==> src/rtl/five_stage_hazard_detection_unit.sv <==
// Hazard detection for a 5-stage core: load-use, data/instr memory, redirects.
// Ports: clock, async active-low reset, decode/execute/memory status in;
// seven 1-bit stall-request outputs; optional 32-bit stat_* counters out.
// Macro FIVE_STAGE_HAZARD_STATS_EN adds the statistics counters and ports.
module five_stage_hazard_detection_unit #(
  parameter int CORE               = 0,
  parameter int MAX_FETCH_INFLIGHT = 2
) (
  input  logic        clock,
  input  logic        reset,
  input  logic [4:0]  decode_rs1,
  input  logic [4:0]  decode_rs2,
  input  logic [1:0]  decode_rs_used,
  input  logic [4:0]  execute_rd,
  input  logic        execute_load,
  input  logic        d_mem_req_valid,
  input  logic        d_mem_req_ready,
  input  logic        d_mem_resp_valid,
  input  logic        i_mem_req_fire,
  input  logic        i_mem_resp_valid,
  input  logic        execute_redirect,
  input  logic        decode_jal,
`ifdef FIVE_STAGE_HAZARD_STATS_EN
  output logic [31:0] stat_data_stalls,
  output logic [31:0] stat_dmem_stalls,
  output logic [31:0] stat_imem_stalls,
  output logic [31:0] stat_flushes,
`endif
  output logic        true_data_hazard,
  output logic        d_mem_issue_hazard,
  output logic        d_mem_recv_hazard,
  output logic        i_mem_hazard,
  output logic        JALR_branch_hazard,
  output logic        JAL_hazard,
  output logic        i_mem_drop
);

  if (MAX_FETCH_INFLIGHT < 1 || MAX_FETCH_INFLIGHT > 7 || CORE < 0) begin : g_bad_cfg
    $error("illegal parameters");
  end

  localparam logic [2:0] LP_MAX = 3'(MAX_FETCH_INFLIGHT);

  typedef enum logic {
    D_IDLE = 1'b0,
    D_WAIT = 1'b1
  } dmem_state_e;

  dmem_state_e r_dstate;
  dmem_state_e w_dstate_nxt;

  logic [2:0] r_inflight;
  logic [2:0] w_inflight_nxt;
  logic [2:0] r_stale;
  logic [2:0] w_stale_nxt;

  logic w_rs1_hit;
  logic w_rs2_hit;
  logic w_data_hz;
  logic w_accept;
  logic w_issue_hz;
  logic w_recv_hz;
  logic w_drop;
  logic w_imem_hz;
  logic w_jalr_hz;
  logic w_jal_hz;
  logic w_flush;

  assign w_rs1_hit = decode_rs_used[0] & (decode_rs1 == execute_rd);
  assign w_rs2_hit = decode_rs_used[1] & (decode_rs2 == execute_rd);
  assign w_data_hz = execute_load & (execute_rd != 5'd0)
                   & (w_rs1_hit | w_rs2_hit);

  // A new request may overlap the response that retires the old one.
  assign w_accept = d_mem_req_valid & d_mem_req_ready
                  & ((r_dstate == D_IDLE) | d_mem_resp_valid);
  assign w_issue_hz = d_mem_req_valid & ~w_accept;
  assign w_recv_hz  = (r_dstate == D_WAIT) & ~d_mem_resp_valid;

  always_comb begin
    w_dstate_nxt = r_dstate;
    unique case (r_dstate)
      D_IDLE: if (w_accept) w_dstate_nxt = D_WAIT;
      D_WAIT: if (d_mem_resp_valid && !w_accept) w_dstate_nxt = D_IDLE;
      default: w_dstate_nxt = D_IDLE;
    endcase
  end

  always_comb begin
    w_inflight_nxt = r_inflight;
    if (i_mem_req_fire && i_mem_resp_valid) begin
      w_inflight_nxt = r_inflight;
    end else if (i_mem_req_fire) begin
      if (r_inflight < LP_MAX) w_inflight_nxt = r_inflight + 3'd1;
    end else if (i_mem_resp_valid) begin
      if (r_inflight != 3'd0) w_inflight_nxt = r_inflight - 3'd1;
    end
  end

  assign w_jalr_hz = execute_redirect;
  assign w_jal_hz  = decode_jal & ~execute_redirect;
  assign w_flush   = w_jalr_hz | w_jal_hz;
  assign w_drop    = (r_stale != 3'd0) & i_mem_resp_valid;
  assign w_imem_hz = ((r_inflight != 3'd0) & ~i_mem_resp_valid) | w_drop;

  // Fetches still in flight at a redirect return wrong-path data; the
  // response arriving this very cycle is already consumed, so exclude it.
  always_comb begin
    w_stale_nxt = r_stale;
    if (w_flush) begin
      if (r_inflight != 3'd0)
        w_stale_nxt = r_inflight - {2'b00, i_mem_resp_valid};
      else
        w_stale_nxt = 3'd0;
    end else if (w_drop) begin
      w_stale_nxt = r_stale - 3'd1;
    end
  end

  always_ff @(posedge clock or negedge reset) begin
    if (!reset) begin
      r_dstate   <= D_IDLE;
      r_inflight <= 3'd0;
      r_stale    <= 3'd0;
    end else begin
      r_dstate   <= w_dstate_nxt;
      r_inflight <= w_inflight_nxt;
      r_stale    <= w_stale_nxt;
    end
  end

  // Outputs are forced low during reset so the stall unit sees no stalls.
  assign true_data_hazard   = reset & w_data_hz;
  assign d_mem_issue_hazard = reset & w_issue_hz;
  assign d_mem_recv_hazard  = reset & w_recv_hz;
  assign i_mem_hazard       = reset & w_imem_hz;
  assign JALR_branch_hazard = reset & w_jalr_hz;
  assign JAL_hazard         = reset & w_jal_hz;
  assign i_mem_drop         = reset & w_drop;

`ifdef FIVE_STAGE_HAZARD_STATS_EN
  logic [31:0] r_st_data;
  logic [31:0] r_st_dmem;
  logic [31:0] r_st_imem;
  logic [31:0] r_st_flush;

  always_ff @(posedge clock or negedge reset) begin
    if (!reset) begin
      r_st_data  <= 32'd0;
      r_st_dmem  <= 32'd0;
      r_st_imem  <= 32'd0;
      r_st_flush <= 32'd0;
    end else begin
      if (w_data_hz && r_st_data != 32'hFFFF_FFFF)
        r_st_data <= r_st_data + 32'd1;
      if ((w_issue_hz || w_recv_hz) && r_st_dmem != 32'hFFFF_FFFF)
        r_st_dmem <= r_st_dmem + 32'd1;
      if (w_imem_hz && r_st_imem != 32'hFFFF_FFFF)
        r_st_imem <= r_st_imem + 32'd1;
      if (w_flush && r_st_flush != 32'hFFFF_FFFF)
        r_st_flush <= r_st_flush + 32'd1;
    end
  end

  assign stat_data_stalls = r_st_data;
  assign stat_dmem_stalls = r_st_dmem;
  assign stat_imem_stalls = r_st_imem;
  assign stat_flushes     = r_st_flush;
`endif

endmodule

==> config.mk <==
export PLATFORM = sky130hd
export DESIGN_NAME = five_stage_hazard_detection_unit
export DESIGN_NICKNAME = d
export VERILOG_FILES = /design/src/rtl/five_stage_hazard_detection_unit.sv
export SDC_FILE = /design/constraint.sdc
export NUM_CORES = 1
export LEC_CHECK = 0
export CAP_MARGIN = 40
export CORE_MARGIN = 2
export CORE_UTILIZATION = 40
export DETAILED_ROUTE_END_ITERATION = 6
export PLACE_DENSITY = 0.9
export SYNTH_ARGS = -nofsm -noshare
export SYNTH_HDL_FRONTEND = slang
export SYNTH_SLANG_ARGS = --single-unit
==> constraint.sdc <==
create_clock -name clock -period 4 [get_ports clock]
set_input_delay 0.6 -clock clock [delete_from_list [all_inputs] [get_ports clock]]
set_output_delay 0.6 -clock clock [all_outputs]
set_load 0.05 [all_outputs]
== Yosys cells after proc, flatten, opt, wreduce, memory -nomap -nowiden ==
Index checks and enable logic that the tools add are counted.
Word-level totals
  bits of input ports: 27
  output and inout port bits: 7
  register bits after elaboration: 7
Operators by class
  bitwise logic cells: 28
  reductions and logical operators: 10
  magnitude comparators: 1
  add/subtract/negate cells: 4
  eq/ne operators: 3
  muxes and demuxes: 10
Operators with widths (count)
  2-to-1 mux 3 bit: 7
  bitwise AND 1 bit: 18
  == test 5 bit: 2
  NOT 1 bit: 6
  nonzero test 2 bit: 3
  nonzero test 3 bit: 2
  subtractor 3 x 1 -> 3 bit, second input constant: 2
  nonzero test 5 bit: 1
  bitwise OR 1 bit: 4
  AND reduction 4 bit: 1
  adder 3 x 1 -> 3 bit, second input constant: 1
  less-than comparator 3 x 2 -> 1 bit, second input constant: 1
  subtractor 3 x 1 -> 3 bit: 1
  logical AND 1 bit: 2
  2-to-1 mux 1 bit: 2
  inequality test 2 x 1 -> 1 bit, second input constant: 1
  one-hot mux 1 bit (2 select lines): 1
  zero test 1 bit: 1

== Depth between registers and ports, before layout ==
  depth in word-level cells: 7
  gate-level depth with buffers: 7

== Least setup slack after synthesis ==
No wires, ideal clock.
  kind: input to output
  start: input execute_rd[0]
  end: output true_data_hazard
  arrival time: 1.888 ns
  stages on the path: 4
  setup slack: 1.512 ns
  path through: xor2_1 -> nor4_1 -> nand3_1 -> a21oi_1
On the way
  cells in the longest elaborated chain, start to end: 5
  elaborated cells on any way between the ends: 9
  classes of those cells: eq/ne (2); bitwise (6); reduce/logical (1)
Ends and longest elaborated chain
  from (decl): RTL line 14  | input logic [4:0] execute_rd,
  == test 5 bit (on tied branches): RTL line 69, 70
  bitwise AND 1 bit (on tied branches): RTL line 69, 70
  bitwise OR 1 bit: RTL line 72  | & (w_rs1_hit | w_rs2_hit);
  bitwise AND 1 bit (*): RTL line 72
  bitwise AND 1 bit (*): RTL line 133  | assign true_data_hazard = reset & w_data_hz;
  to (decl): RTL line 29  | output logic true_data_hazard,
Every way passes the cells marked *; elsewhere a longest branch is shown, timed or not.

== Worst setup path in the final report ==
Ends and elaborated chain as after synthesis.

==> run_results.csv <==
group,metric,value,unit
drt,drtPass1Iterations,4,
die,start_util,43.75,%
clock_tree,clk_pin_slew,0.05,ns
power,power_frac_comb,52.1,%
critical_path,cp.required,3.40,ns
clock_tree,cts-root-buf,"clkbuf_4",
synthesis,synth_cell_types,27,
clock_tree,htree_levels,1,
timing,fmax,299.0,MHz
grt,overflow,0,
synthesis,synth_common_cells,"nor2_1, inv_1, xor2_1, dfrtp_1, nand2_1",
timing,rsz0062_at_grt,"false",
critical_path,slowest_stage,"clkdlybuf4s50_1",
die,rows,14,
clock_tree,clkSinkCount,7,
die,die_area,2030,sq um
synthesis,synth_warnings,0,
power,intPower,0.2590,mW
critical_path,crit_chain,"clkdlybuf4s50_1 > xor2_1 > nor4_1 > nand3_1 > a21oi_1 > clkdlybuf4s50_1",
critical_path,path_buf_inv,2,
clock_tree,cts_setup_buffers,0,
layout,multiInputGateArea,460.4,sq um
timing,hold_violations,0,
placed_design,dp_hpwl,1.425,mm
synthesis,synth_most_common_cell,"nor2_1",
clock_tree,post_cts_resized,0,
synthesis,async_flop_share,100.0,%
hold_path,hold_class,"flip-flop to flip-flop",
timing,tightest_slew,0.5055,ns
synthesis,synth_ff_type,"dfrtp_1",
synthesis,yosys.area.top_type,"dfrtp_1",
layout,final_area,1042,sq um
layout,seqCellArea,175.2,sq um
timing,maxSlewHeadroom,66.19,%
drt,drc,0,
status,status,"completed",
critical_path,cp_common_cell,"clkdlybuf4s50_1",
grt,track_usage,19.52,%
power,p_leak,0.4371,nW
timing,skew,0.005765,ns
die,io_pins,34,
timing,finalCritPeriodShare,83.62,%
critical_path,cp-end-kind,"primary output",
critical_path,worst-path-max-fanout,3,
grt,antenna_found_initial,0,
layout,drive_gt1_share,5.128,%
timing,fin_crit,3.345,ns
clock_tree,cts_tree,"built",
placed_design,gp_congestion,0.7976,
critical_path,worstSetupPathType,"input port to primary output",
critical_path,r2r_setup_slack,2.49,ns
placed_design,place_area,1016,sq um
timing,whs,0.4949,ns
power,p_switching,0.1969,mW
layout,final_nets,150,
synthesis,syn_nets,114,
drt,vias,722,
clock_tree,cts_buffer_depth,2,
clock_tree,ctsHoldBuffers,0,
placed_design,portBuffers,33,
drt,totalWireLength,1.734,mm
critical_path,arrival,2.74,ns
synthesis,synth_top_area_share,25.97,%
clock_tree,cts_made_buffers,3,
clock_tree,clkLatencyLatePin,0.27,ns
drt,viasPerCell,5.429,
synthesis,synth_edf_count,0,
critical_path,critical-path-max-stage-delay,0.82,ns
power,sequentialPowerShare,32.6,%
timing,finalSetupTns,0,ns
grt,grt_pass1_wl,2.898,mm
critical_path,start_kind,"input port",
synthesis,ys_top_cells_by_area,"dfrtp_1, xor2_1, ha_1, nor2_1, xnor2_1",
critical_path,crit_family,"buffers and inverters",
layout,antenna_cells,0,
die,die_x,45.06,microns
layout,n_fill_cell,126,
power,power_density,437.4,nW/um^2
drt,drt-initial-drc-count,18,
synthesis,synth_seq_area_share,25.97,%
synthesis,syn_inst,82,
synthesis,synth.avg_cell_area,8.224,sq um
synthesis,synth_area,674.4,sq um
power,p_clk_share,15.3,%
run,maxCapViolations,0,
drt,wl_per_cell,13.04,microns
grt,grt_pass1_vias,715,
die,die_h,45.06,microns
layout,final_util,67.61,%
layout,areaGrowthSynthToFinish,54.55,%
grt,grt_max_degree,12,
timing,finalSetupViolCount,0,
timing,report.final.slew_viol_count,0,
power,power.share.switching,43.18,%
die,core_area,1541,sq um
power,irDropWorstVdd,0.2730,mV
synthesis,synth_seq_cells,7,
drt,final_antenna_net_count,0,
==> worst reg2reg max path: stages (launching register included) <==
cell     delay (ns)
dfrtp_1        0.32
inv_1          0.06
ha_1           0.20
ha_1           0.19
and2b_1        0.30
mux2i_1        0.21
nand2_1        0.06
o31ai_1        0.07
==> worst paths after layout <==
check                              endpoint           from  depth (start not counted)
max in group asynchronous          r_dstate          reset                          1
setup / recovery           true_data_hazard  execute_rd[0]                          6
hold / removal                     r_dstate       r_dstate                          2
setup reg to reg                 r_stale[2]     r_stale[0]                          7
hold reg to reg                    r_dstate       r_dstate                          2
min in group asynchronous        r_stale[2]          reset                          1
==> power by group through the flow <==
stage          clock (mW)  sequential, mW  combinational (mW)
3_3_place_gp            0           0.146               0.226
5_1_grt            0.0744           0.155               0.266
3_5_place_dp            0           0.149               0.238
6_report           0.0697           0.148               0.238
4_1_cts            0.0716           0.148               0.239
2_1_floorplan           0           0.121               0.192
==> per-layer routing <==
layer / vias up / GRT usage, % / part of all wire [%]
li1: 356 / - / -
met1: 331 / 22.06 / 39
met2: 32 / 32.86 / 47
met3: 3 / 6.800 / 12
met4: 0 / 8.824 / 1.4
met5: - / 0 / 0
==> area by class of cell <==
type | count | area share [%]
multi-input combinational | 65 | 44.18
sequential | 7 | 16.81
clock buffer | 4 | 2.521
timing repair buffer | 33 | 31.69
tap | 16 | 1.921
inverter | 8 | 2.881
==> layout by cell type (no fill, tap or decap), types with 2 or more instances in the layout <==
| cell | synthesis | routed |
|---|---|---|
| clkdlybuf4s50_1 | 0 | 33 |
| nor2_1 | 10 | 10 |
| inv_1 | 8 | 8 |
| xor2_1 | 8 | 8 |
| dfrtp_1 | 7 | 7 |
| nand2_1 | 6 | 6 |
| xnor2_1 | 4 | 4 |
| a21oi_1 | 4 | 4 |
| ha_1 | 4 | 4 |
| nand3_1 | 3 | 3 |
| nor3_1 | 3 | 3 |
| o21ai_0 | 3 | 3 |
| o31ai_1 | 3 | 3 |
| clkbuf_4 | 0 | 3 |
| nor4_1 | 2 | 2 |
| nand2b_1 | 2 | 2 |
| o221ai_1 | 2 | 2 |
| mux2i_1 | 2 | 2 |
==> cell families after synthesis <==
group           Yosys count  synth area share [%]
simple gates             31                 24.30
compound gates           15                 15.03
xor+xnor                 12                 15.58
buf+inv                  10                 5.750
flops                     7                 25.97
fa+ha+maj                 5                 10.39
mux                       2                 2.969
==> through the flow <==
stage | total power, mW | std cells | setup slack (ns)
2_1_floorplan | 0.3129 | 82 | 1.512
3_3_place_gp | 0.3718 | 129 | 0.7412
3_5_place_dp | 0.3870 | 129 | 0.6535
4_1_cts | 0.4585 | 133 | 0.6482
5_1_grt | 0.4955 | 133 | 0.6268
6_report | 0.4559 | 133 | 0.6551
==> registers in the layout (all words and copies together) (netlist names) <==
register,cells
r_dstate,1
r_inflight,3
r_stale,3
Power figures use the tool's default switching activity.
